<file path="src/rtl/i2s_tx_pkg.sv">
// Shared definitions for the multi-lane I2S transmit serializer:
// FSM state encodings, lane limit and the bit-order helper.
package i2s_tx_pkg;

  localparam int NUM_CH_MAX = 8;
  localparam int IDX_W      = 8;

  localparam logic [2:0] ST_IDLE   = 3'd0;
  localparam logic [2:0] ST_FILL   = 3'd1;
  localparam logic [2:0] ST_ARMED  = 3'd2;
  localparam logic [2:0] ST_OFFSET = 3'd3;
  localparam logic [2:0] ST_SHIFT  = 3'd4;

  // Maps the position within a word to the data bit sent at that position.
  function automatic logic [IDX_W-1:0] bit_index(
    input logic [IDX_W-1:0] cnt,
    input logic [IDX_W-1:0] num_bits,
    input logic             lsb_first
  );
    return lsb_first ? cnt : (num_bits - cnt);
  endfunction

endpackage

</file>
<file path="src/rtl/i2s_tx_multich_serializer_lane.sv">
// One SD lane: the shadow word being refilled from the FIFO, the word
// currently on the wire, and the registered serial output bit.
module i2s_tx_lane
  import i2s_tx_pkg::*;
#(
  parameter int DATA_W = 32,
  parameter int NB_W   = 5
) (
  input  logic              sck_i,
  input  logic              rstn_i,
  input  logic              clr_i,
  input  logic              lane_en_i,
  input  logic              wr_en_i,
  input  logic [DATA_W-1:0] wr_data_i,
  input  logic              take_i,
  input  logic              starve_i,
  input  logic              shift_i,
  input  logic [NB_W-1:0]   bit_idx_i,
  output logic              sd_o
);

  logic [DATA_W-1:0] shadow_q, shadow_d;
  logic [DATA_W-1:0] active_q, active_d;
  logic              sd_q, sd_d;

  // On a word start the first bit comes straight from the shadow word,
  // since the active register only picks it up on that same edge.
  always_comb begin
    shadow_d = wr_en_i ? wr_data_i : shadow_q;
    active_d = active_q;
    if (clr_i || starve_i) begin
      active_d = '0;
    end else if (take_i) begin
      active_d = shadow_q;
    end
    sd_d = 1'b0;
    if (!clr_i && shift_i && lane_en_i && !starve_i) begin
      sd_d = take_i ? shadow_q[bit_idx_i] : active_q[bit_idx_i];
    end
  end

  always_ff @(posedge sck_i or negedge rstn_i) begin
    if (!rstn_i) begin
      shadow_q <= '0;
      active_q <= '0;
      sd_q     <= 1'b0;
    end else begin
      shadow_q <= shadow_d;
      active_q <= active_d;
      sd_q     <= sd_d;
    end
  end

  assign sd_o = sd_q;

endmodule

</file>
<file path="src/rtl/i2s_tx_multich_serializer.sv">
// Multi-lane I2S TX serializer: FSM, frame-sync edge detect, one-time
// offset, bit counter and shadow fill count; lanes hold the data words.
module i2s_tx_multich_serializer
  import i2s_tx_pkg::*;
#(
  parameter int  NUM_CH   = 2,
  parameter int  DATA_W   = 32,
  parameter int  OFFSET_W = 9,
  localparam int NB_W     = $clog2(DATA_W),
  localparam int CH_W     = (NUM_CH > 1) ? $clog2(NUM_CH) : 1
) (
  input  logic                sck_i,
  input  logic                rstn_i,
  input  logic                cfg_en_i,
  input  logic [NB_W-1:0]     cfg_num_bits_i,
  input  logic [CH_W-1:0]     cfg_num_ch_i,
  input  logic                cfg_lsb_first_i,
  input  logic [OFFSET_W-1:0] cfg_offset_i,
  input  logic                ws_i,
  input  logic [DATA_W-1:0]   fifo_data_i,
  input  logic                fifo_valid_i,
  output logic                fifo_ready_o,
  output logic [NUM_CH-1:0]   sd_o,
  output logic                ready_to_send_o,
  output logic                underrun_o,
  output logic                err_o
);

  localparam int CNT_W = CH_W + 1;

  logic [2:0]          state_q, state_d;
  logic [CNT_W-1:0]    cnt_q, cnt_d;
  logic [OFFSET_W-1:0] off_q, off_d;
  logic [NB_W-1:0]     bit_q, bit_d;
  logic                ws_q;
  logic                underrun_q, underrun_d;
  logic                err_q, err_d;

  logic             ws_rise, full, hs;
  logic             word_start, shifting, take, starve;
  logic [NB_W-1:0]  bit_idx;
  logic [CNT_W-1:0] num_ch_ext;

  assign num_ch_ext = {1'b0, cfg_num_ch_i};
  assign ws_rise    = ws_i & ~ws_q;
  assign full       = (cnt_q == num_ch_ext + 1'b1);

  assign fifo_ready_o    = (state_q != ST_IDLE) && (cnt_q <= num_ch_ext);
  assign ready_to_send_o = (state_q == ST_ARMED) || (state_q == ST_OFFSET) ||
                           (state_q == ST_SHIFT);
  assign hs = fifo_valid_i & fifo_ready_o;

  // A word start is either the first word (leaving ARMED or OFFSET) or the
  // edge right after the last bit of the previous word.
  assign word_start = ((state_q == ST_ARMED) && ws_rise && (cfg_offset_i == '0)) ||
                      ((state_q == ST_OFFSET) && (off_q == '0)) ||
                      ((state_q == ST_SHIFT) && (bit_q == '0));
  assign shifting   = word_start || (state_q == ST_SHIFT);
  assign take       = word_start & full;
  assign starve     = word_start & ~full;

  assign bit_idx = NB_W'(bit_index(IDX_W'(bit_q), IDX_W'(cfg_num_bits_i), cfg_lsb_first_i));

  always_comb begin
    state_d    = state_q;
    cnt_d      = cnt_q;
    off_d      = off_q;
    bit_d      = bit_q;
    err_d      = err_q;
    underrun_d = 1'b0;
    if (!cfg_en_i) begin
      state_d = ST_IDLE;
      cnt_d   = '0;
      off_d   = '0;
      bit_d   = '0;
      err_d   = 1'b0;
    end else begin
      case (state_q)
        ST_IDLE:  state_d = ST_FILL;
        ST_FILL:  if (full) state_d = ST_ARMED;
        ST_ARMED: begin
          if (ws_rise) begin
            if (cfg_offset_i == '0) begin
              state_d = ST_SHIFT;
            end else begin
              state_d = ST_OFFSET;
              off_d   = cfg_offset_i - OFFSET_W'(1);
            end
          end
        end
        ST_OFFSET: begin
          if (off_q == '0) state_d = ST_SHIFT;
          else             off_d   = off_q - OFFSET_W'(1);
        end
        default: state_d = state_q;
      endcase
      if (shifting) begin
        bit_d = (bit_q == cfg_num_bits_i) ? '0 : bit_q + 1'b1;
      end
      if (take)    cnt_d = '0;
      else if (hs) cnt_d = cnt_q + 1'b1;
      if (starve) begin
        underrun_d = 1'b1;
        err_d      = 1'b1;
      end
    end
  end

  always_ff @(posedge sck_i or negedge rstn_i) begin
    if (!rstn_i) begin
      state_q    <= ST_IDLE;
      cnt_q      <= '0;
      off_q      <= '0;
      bit_q      <= '0;
      ws_q       <= 1'b0;
      underrun_q <= 1'b0;
      err_q      <= 1'b0;
    end else begin
      state_q    <= state_d;
      cnt_q      <= cnt_d;
      off_q      <= off_d;
      bit_q      <= bit_d;
      ws_q       <= ws_i;
      underrun_q <= underrun_d;
      err_q      <= err_d;
    end
  end

  assign underrun_o = underrun_q;
  assign err_o      = err_q;

  for (genvar c = 0; c < NUM_CH; c++) begin : g_lane
    localparam logic [CNT_W-1:0] LANE_ID = CNT_W'(c);
    i2s_tx_lane #(
      .DATA_W (DATA_W),
      .NB_W   (NB_W)
    ) u_lane (
      .sck_i     (sck_i),
      .rstn_i    (rstn_i),
      .clr_i     (~cfg_en_i),
      .lane_en_i (num_ch_ext >= LANE_ID),
      .wr_en_i   (hs && (cnt_q == LANE_ID)),
      .wr_data_i (fifo_data_i),
      .take_i    (take),
      .starve_i  (starve),
      .shift_i   (shifting),
      .bit_idx_i (bit_idx),
      .sd_o      (sd_o[c])
    );
  end

endmodule

</file>
<file path="config.mk">
export PLATFORM = sky130hd
export DESIGN_NAME = i2s_tx_multich_serializer
export DESIGN_NICKNAME = d
export VERILOG_FILES = /design/src/rtl/i2s_tx_pkg.sv /design/src/rtl/i2s_tx_multich_serializer_lane.sv /design/src/rtl/i2s_tx_multich_serializer.sv
export SDC_FILE = /design/constraint.sdc
export NUM_CORES = 1
export LEC_CHECK = 0
export BUFFER_PORTS_ARGS = -buffer_cell sky130_fd_sc_hd__buf_2
export CAP_MARGIN = 20
export CORE_MARGIN = 4
export CORE_UTILIZATION = 32
export DETAILED_ROUTE_END_ITERATION = 7
export PLACE_DENSITY_LB_ADDON = 0.2
export SLEW_MARGIN = 15
export SYNTH_ARGS = -nofsm -noshare
export SYNTH_HDL_FRONTEND = slang
export SYNTH_SLANG_ARGS = --single-unit
</file>
<file path="constraint.sdc">
create_clock -name sck_i -period 3.4 [get_ports sck_i]
set_clock_uncertainty 0.2 [all_clocks]
set_input_delay 0.34 -clock sck_i [delete_from_list [all_inputs] [get_ports sck_i]]
set_output_delay 0.34 -clock sck_i [all_outputs]
set_load 0.005 [all_outputs]
</file>
==> run summary, run 1 <==
The number of max-capacitance violations reported came out at 0. The number of antenna cells inserted is 0. Cell type with the highest aggregate area in the netlist: dfrtp_1. Setup repair after global routing left no endpoint under its margin. The area growth from synthesis to layout is 21.24%. The critical path crosses 10 cells after its start point.

The share of synthesized area in the top cell type comes to 49.43%. Final standard cell utilization of the core: 39.63%. The die is 163.1 µm tall.

For the post-synthesis net count, the log shows 727. The most frequently used cell type in the post-synthesis netlist was dfrtp_1. Subtracting the final worst setup slack from the clock period gives 3024 ps. The signal on the critical path passes through ha_1, inv_1, fa_1, mux2_1, buf_12, mux4_2, mux2i_1, nand2_1, and4_1, a31o_1.

Total power for the finished layout comes to 0.005689 W. The worst setup path is of the reg2reg kind. The logs give 5829 for the via count and 0 for the count of pins over their slew limit. The run gives 4 as the number of H-tree branching levels. The worst min-delay path class was in2reg. By area the synthesized netlist is led by dfrtp_1, mux2_2, a22o_1, mux4_2, nand2_1. Share of the clock period used by the worst path after layout: 88.94%. The flow ran to the end, and the final reports show no timing, DRC or antenna violations.

The leakage power came out at 4.143 nW. Number of detailed-route iterations in the first pass: 5. The area of the die is 26590 µm².

The tools report the launching element type of the critical path as a flop. The floorplan has 56 rows. The post-CTS clock slew at the launch and capture registers of the worst setup and hold paths is 70 ps. At the placement stage, the worst setup path has a slack of 239.1 ps.

In the global route stage, overall resource usage came out at 15.71%. The worst register-to-register path ends at g_lane[0].u_lane.sd_o. For the maximum resistive drop on vdd, the log shows 305.7 µV. The count of warnings emitted by yosys was 0; the flip-flop and latch count after synthesis was 152. TritonCTS built the clock tree. Measured against its own limit, the worst slew margin works out to 49.25%.

The clock reaches the later pin of the worst-skew pair after 430 ps. Across all setup checks in the final design, the least slack found is 376.1 ps. The startpoint identified for the worst register-to-register timing path is bit_q[0].

Summed over all layers, the routed wires come to 20140 µm. Sequential elements use 49.43% of the synthesized area. The total buffers and inverters traversed by the critical path is 2, and the sum of overflow across all layers after global routing is 0. Buffers inserted during clock tree synthesis total 17. The number of cells on the worst reg-to-reg path is 10.

The slack of the worst reg-to-reg path is 380 ps, and the chip width is 163.1 µm. The tools report the cell chosen for the clock root as clkbuf_16. The proportion of register bits with asynchronous set or reset after synthesis is 100.0%, and the wire length of the first global-routing pass is 33400 µm. Number of failing hold endpoints at the final stage: 0. The run gives 0 as the post-cts sizing count.

The count of input and output buffers was 58; the number of distinct library cell variants in the gate-level netlist after synthesis was 64. The area of all sequential standard cells was 3804 µm². The commonest cells after synthesis are dfrtp_1, a22o_1, mux2_2, nand2_1, nor2_1. The slowest stage of the critical path belongs to the cell fa_1. The start point of the critical path was bit_q[0].

The delay of the slowest cell on the worst path came out at 470 ps. Broken down by cell family, the worst path's largest delay share belongs to multiplexers. The post-synthesis cell area was 7695 µm². For the multi-input combinational cell area, the log shows 3558 µm². STA puts the critical path data arrival time at 3140 ps. The tools report the highest achievable clock rate as 330.7 MHz.

The via count of the first global-routing pass was 6141; the effective utilization at floorplan was 32.68%. Routed via count divided by cell count: 5.377. STA puts the critical path data required time at 3510 ps. Power spread over the standard cell area amounts to 609.8 nW/µm².

The worst setup path is captured at a flop. For this run, the leading register cell type out of synthesis is dfrtp_1. The core region is 23540 µm². The placed wire-length estimate after detailed placement is 13750 µm, and the layout net count is 815. The filler cells instantiated in the layout total 2298.

The aggregate negative setup slack came out at 0 ps. Along the worst path, the maximum fanout reaches 37. For this design the top-level I/O count stands at 59. The hold path depth was 3; the remaining antenna violation count was 0.

The total DRC errors in the routed layout is 0. At the pin with the least slew margin, the transition time is 760.6 ps. In the synthesized netlist, the number of instances is 664.

Setup violations remaining at the end of the flow were counted as 0. The synthesized area divided by synthesized cell count is 11.59 µm². The post-route netlist has 27.06% of its cells at a drive strength greater than 1. At the end of routability-driven placement, the weighted congestion stood at 0.8525. The number of clock sinks seen by CTS came out at 152. No sink is reached through more buffers than the 2 on the longest clock path. The routed wire length per instance came out at 18.58 µm.

The number of antenna violations at the first check in global routing came out at 0. In this run, the number of DRC markers left after iteration 0 of detailed routing was 562. Yosys mapped a number of flops with a built-in enable equal to 0.

Pin count of the biggest net entering global routing: 78. Hold timing on the final database bottoms out at a slack of 29.31 ps. The most critical setup path has its endpoint at g_lane[0].u_lane.sd_o.
-- power breakdown --
part           internal [W]  switching (W)
sequential          0.00221       0.000387
clock               0.00118       0.000823
combinational      0.000617       0.000478
total               0.00400        0.00169
-- cell families (layout without fill, tap and decap cells) --
family,after synthesis,count (layout),share of synthesized area [%]
buffers and inverters,65,166,4.585
adder cells (fa/ha/maj),10,10,1.724
flip-flops,152,152,49.43
AO/OA/AOI/OAI,159,159,16.00
multiplexers,103,103,17.07
AND/OR/NAND/NOR,168,168,10.39
XOR/XNOR,7,7,0.7968
-- timing repair --
item	in CTS	in global routing
hold buffers	34	0
setup buffers	0	0
endpoints found under the hold margin	140	0
-- routing by layer --
layer | vias to the layer above | share of wire (%) | routed length [µm] | GRT usage (%)
met4 | 0 | 1.1 | 213 | 3.927
met1 | 2993 | 45 | 9089 | 21.20
met2 | 150 | 49 | 9943 | 26.06
met3 | 20 | 4.5 | 897 | 3.179
met5 | - | 0 | 0 | 0
li1 | 2666 | - | - | -
-- state kept, by name (all words and copies together) (netlist names) --
register                flops
err_o                       1
g_lane.u_lane.active_q     64
g_lane.u_lane.sd_o          2
state_q                     3
underrun_o                  1
off_q                       9
cnt_q                       2
g_lane.u_lane.shadow_q     64
bit_q                       5
ws_q                        1
-- worst min-delay path, stage by stage --
cell	delay (ps)
buf_2	100
a32oi_1	90
nor2_1	80
-- cell type report --
| cell class | instances | share of cell area [%] |
|---|---|---|
| timing repair buffer | 116 | 9.429 |
| tap | 319 | 4.278 |
| sequential | 152 | 40.77 |
| multi-input combinational | 447 | 38.14 |
| clock buffer | 18 | 4.600 |
| inverter | 18 | 0.7242 |
| clock inverter | 14 | 2.052 |
-- cell usage in the layout, fill, tap and decap left out, types with 3 or more instances in the layout --
cell             n
a211oi_1         5
a21o_1           4
a21oi_1         18
a221oi_1         3
a22o_1          65
a31oi_1          4
a32oi_1         10
and4_1           3
buf_12           5
buf_2           57
buf_4           19
bufinv_16        3
clkbuf_16       17
clkinvlp_4       3
dfrtp_1        152
dlygate4sd3_1   34
ha_1             9
inv_1           16
inv_6            3
mux2_2          65
mux2i_1         20
mux4_2          16
nand2_1         61
nand2b_1         3
nand3_1         25
nand4_1          5
nor2_1          33
nor2b_1          3
nor3_1          13
o211ai_1         3
o21ai_0         12
o21ai_1          6
o221a_2          3
o22ai_1          3
o31ai_1          5
or3_1            4
xnor2_1          3
xor2_1           4
-- per-stage QoR --
stage | cells | cell area (µm²)
floorplan | 664 | 7695
global placement | 1018 | 8368
detailed placement | 1018 | 8368
CTS | 1084 | 9329
global route | 1084 | 9329
finish | 1084 | 9329
-- worst min path at each step --
| stage | startpoint | end | slack, ps |
|---|---|---|---|
| 4_1_cts | cfg_offset_i[8] | off_q[8] | 8 |
| 6_report | cfg_offset_i[8] | off_q[8] | 30 |
| 5_1_grt | cfg_offset_i[8] | off_q[8] | 40 |
| 3_3_place_gp | rstn_i | bit_q[4] | 240 |
| 2_1_floorplan | rstn_i | bit_q[0] | -160 |
| 3_5_place_dp | rstn_i | bit_q[2] | 250 |
(Power assumes the default switching activity.)
==> run 2, diff against run 1 <==
Clock period 3.4 ns to 3.2 ns, I/O delays scaled along.
==> run 2 against run 1 <==
Clock power is 6% higher. Total power is 6.5% higher. First-iteration DRC count is 6.0% higher. Cell count is 0.83% higher. Sequential power is 7% higher. Wire length is 1.5% higher. Critical path type unchanged. Critical endpoint unchanged. Highest routed layer unchanged.
==> run summary, run 2 (synthesis gave the netlist of run 1 again) <==
The run finished with clean final reports. The effective utilization at floorplan came out at 32.68% (unchanged). The share of post-route cells with drive strength above 1 came out at 27.91% (+0.85 points). Boundary pin count: 59 (unchanged).

The critical path goes through ha_1, inv_1, fa_1, mux2_1, buf_12, mux4_2, mux2i_1, o211ai_1, and4_1, a31o_1. The clock latency at the later pin of the worst-skew pair is 430 ps (about the same). For the sum of overflow across all layers after global routing, the log shows 0 (unchanged).

The leakage power came out at 4.199 nW (+1.4%). Routed wire length per instance: 18.71 µm (+0.71%). From synthesis to final layout, the design area changed by 22.33%. Met1 demand-to-capacity share in global routing: 21.08% (-0.12 points). The endpoint of the worst hold path is g_lane[1].u_lane.sd_o. The multi-input combinational cell area was 3558 µm² (unchanged); the aggregate negative setup slack was 0 ps (unchanged).

The launching element type of the critical path is a flop. Worst reg2reg path startpoint: bit_q[0]. The minimum clock period is 3050 ps (+25.74 ps).

The run gives 5 (unchanged) as the number of detailed-route iterations in the first pass. The pin count of the biggest net entering global routing was 77 (-1.3%); the post-CTS clock slew at the launch and capture registers of the worst setup and hold paths was 70 ps (about the same). The wire length of the first global-routing pass is 34110 µm (+2.1%). The tools report the instance count after placement with tap cells included as 1026 (+0.79%). Met2 routing resource usage after global routing: 26.45% (+0.40 points).

In the final layout, the registers with the most flip-flops are g_lane.u_lane.active_q (64), g_lane.u_lane.shadow_q (64), off_q (9). In this run the critical register-to-register path is captured at g_lane[0].u_lane.sd_o. The overall die height works out to 163.1 µm (unchanged).

Number of cell instances on the worst register-to-register path: 10 (unchanged). The data arrival time of the worst path was 3170 ps (+30 ps); the number of failing hold endpoints at the final stage was 0 (unchanged). The tools report the number of failing setup endpoints in the final timing report as 0 (unchanged).

The delay of the slowest cell on the worst path is 460 ps (about the same). The areal power density over the cells was 643.9 nW/µm² (+5.6%); the share of the clock period used by the worst path after layout was 95.30% (+6.4 points). The number of buffers between clock root and the deepest sink is 2 (unchanged), and the normalized max-slew margin is 50.81% (+1.6 points).

The run gives 0 (unchanged) as the count of pins over their slew limit. Post-cts sizing count: 0 (unchanged). Setup repair after global routing left no endpoint under its margin. STA classifies the critical path endpoint as a flop. The run gives 17 (unchanged) as the number of buffers created by CTS. The run gives 824 (+1.1%) as the layout net count. The data required time at the worst endpoint was 3320 ps (-190 ps).

The critical path is of the reg2reg type. The number of antenna cells inserted came out at 0 (unchanged). In the layout the commonest cells are dfrtp_1, mux2_2, a22o_1.

TritonCTS built the clock tree. The chip width works out to 163.1 µm (unchanged). The logs give 56 (unchanged) for the number of placement rows and 152 (unchanged) for the number of clock sinks seen by CTS.

The total DRC errors in the routed layout was 0 (unchanged); the violation count after the first detailed-route iteration was 596 (+6.0%). The layer with the highest usage is met2. The global router's overall resource usage came out at 16.07% (+0.36 points). The met3 demand-to-capacity share in global routing is 3.205% (+0.025 points), and the via count of the first global-routing pass is 6322 (+2.9%). Placeable core region: 23540 µm² (unchanged).

The run gives 245.8 µV (-20%) as the maximum resistive drop on vdd. The path class of the tightest hold or removal check is in2reg. For the area of the die, the log shows 26590 µm² (unchanged). The highest achievable clock rate was 327.9 MHz (-0.84%); the area of all sequential standard cells was 3804 µm² (unchanged). The placed wire-length estimate after detailed placement was 14120 µm (+2.7%); the biggest fanout along the worst timing path was 37 (unchanged). The run gives 35 (+2.9%) as the cts-stage hold buffer count.

The number of max-capacitance violations reported is 0 (unchanged), and the transition at the pin with the smallest max-transition slack is 737.8 ps (-22.70 ps). Critical hold path startpoint: cfg_num_ch_i. The library cell used most frequently in the layout, excluding fill and tap cells, is dfrtp_1. The logs give 0 (unchanged) for the number of antenna violations at the first check in global routing and 0 (unchanged) for the remaining antenna violation count. The via count is 5879 (+0.86%), and the count of input and output buffers is 58 (unchanged). The routed via count divided by cell count is 5.379 (about the same).

The logs give 1093 (+0.83%) for the number of standard cells in the final layout excluding fillers and 2288 (-0.44%) for the number of filler instances in the final layout. The number of H-tree branching levels was 4 (unchanged). For this design, the slowest cell found on the critical path is fa_1.

The buffer count from post-CTS setup fixing was 0 (unchanged). The slack of the worst reg-to-reg path was 150 ps (-230 ps); the global placer's final weighted congestion was 0.8583 (+0.68%). The post-detailed-routing wire length was 20460 µm (+1.5%); the hold path depth was 3 (unchanged). Cell chosen for the clock root: clkbuf_16.
run 2: metal layers:
metal / wire length (µm) / up-vias
li1: - / 2682
met1: 8890 / 2957
met2: 10020 / 199
met3: 992 / 41
met4: 548 / 0
met5: 0 / -
run 2: worst max-delay path by stage:
stage / start / end / cells past startpoint
6_report: bit_q[0] / g_lane[0].u_lane.sd_o / 10
5_1_grt: bit_q[3] / g_lane[0].u_lane.sd_o / 10
4_1_cts: bit_q[0] / g_lane[0].u_lane.sd_o / 10
3_5_place_dp: cfg_num_bits_i[0] / g_lane[0].u_lane.sd_o / 12
3_3_place_gp: cfg_num_bits_i[0] / g_lane[0].u_lane.sd_o / 12
2_1_floorplan: bit_q[0] / g_lane[1].u_lane.sd_o / 9
run 2: power breakdown:
group	internal, W	switching [W]
registers	0.00234	0.000429
clock network	0.00121	0.000910
logic	0.000660	0.000509
total	0.00421	0.00185
run 2: cell type report:
type,count,area share (%)
Inverter,18,0.7178
Clock buffer,18,4.666
Tap cell,319,4.240
Multi-Input combinational cell,447,37.80
Timing Repair Buffer,125,10.22
Clock inverter,14,1.941
Sequential cell,152,40.41
run 2: through the flow:
stage / area (µm²) / setup WS (ps) / util [%] / total power [W] / hold WS [ps]
floorplan: 7695 / 405.1 / - / 0.003467 / -175.6
global placement: 8441 / 123.4 / 35.85 / 0.003906 / 220.5
detailed placement: 8441 / 91.72 / 35.85 / 0.003970 / 216.6
CTS: 9413 / 161.9 / 39.98 / 0.006141 / 16.06
global route: 9413 / 26.91 / 39.98 / 0.006365 / 20.70
finish: 9413 / 150.3 / 39.98 / 0.006061 / 44.82
run 2: critical path: cells and delay by family, from the launching register on:
kind	cells	cell delay, ps
mux	3	980
fa+ha+maj	2	660
flops	1	390
compound gates	2	270
buf+inv	2	260
simple gates	1	160
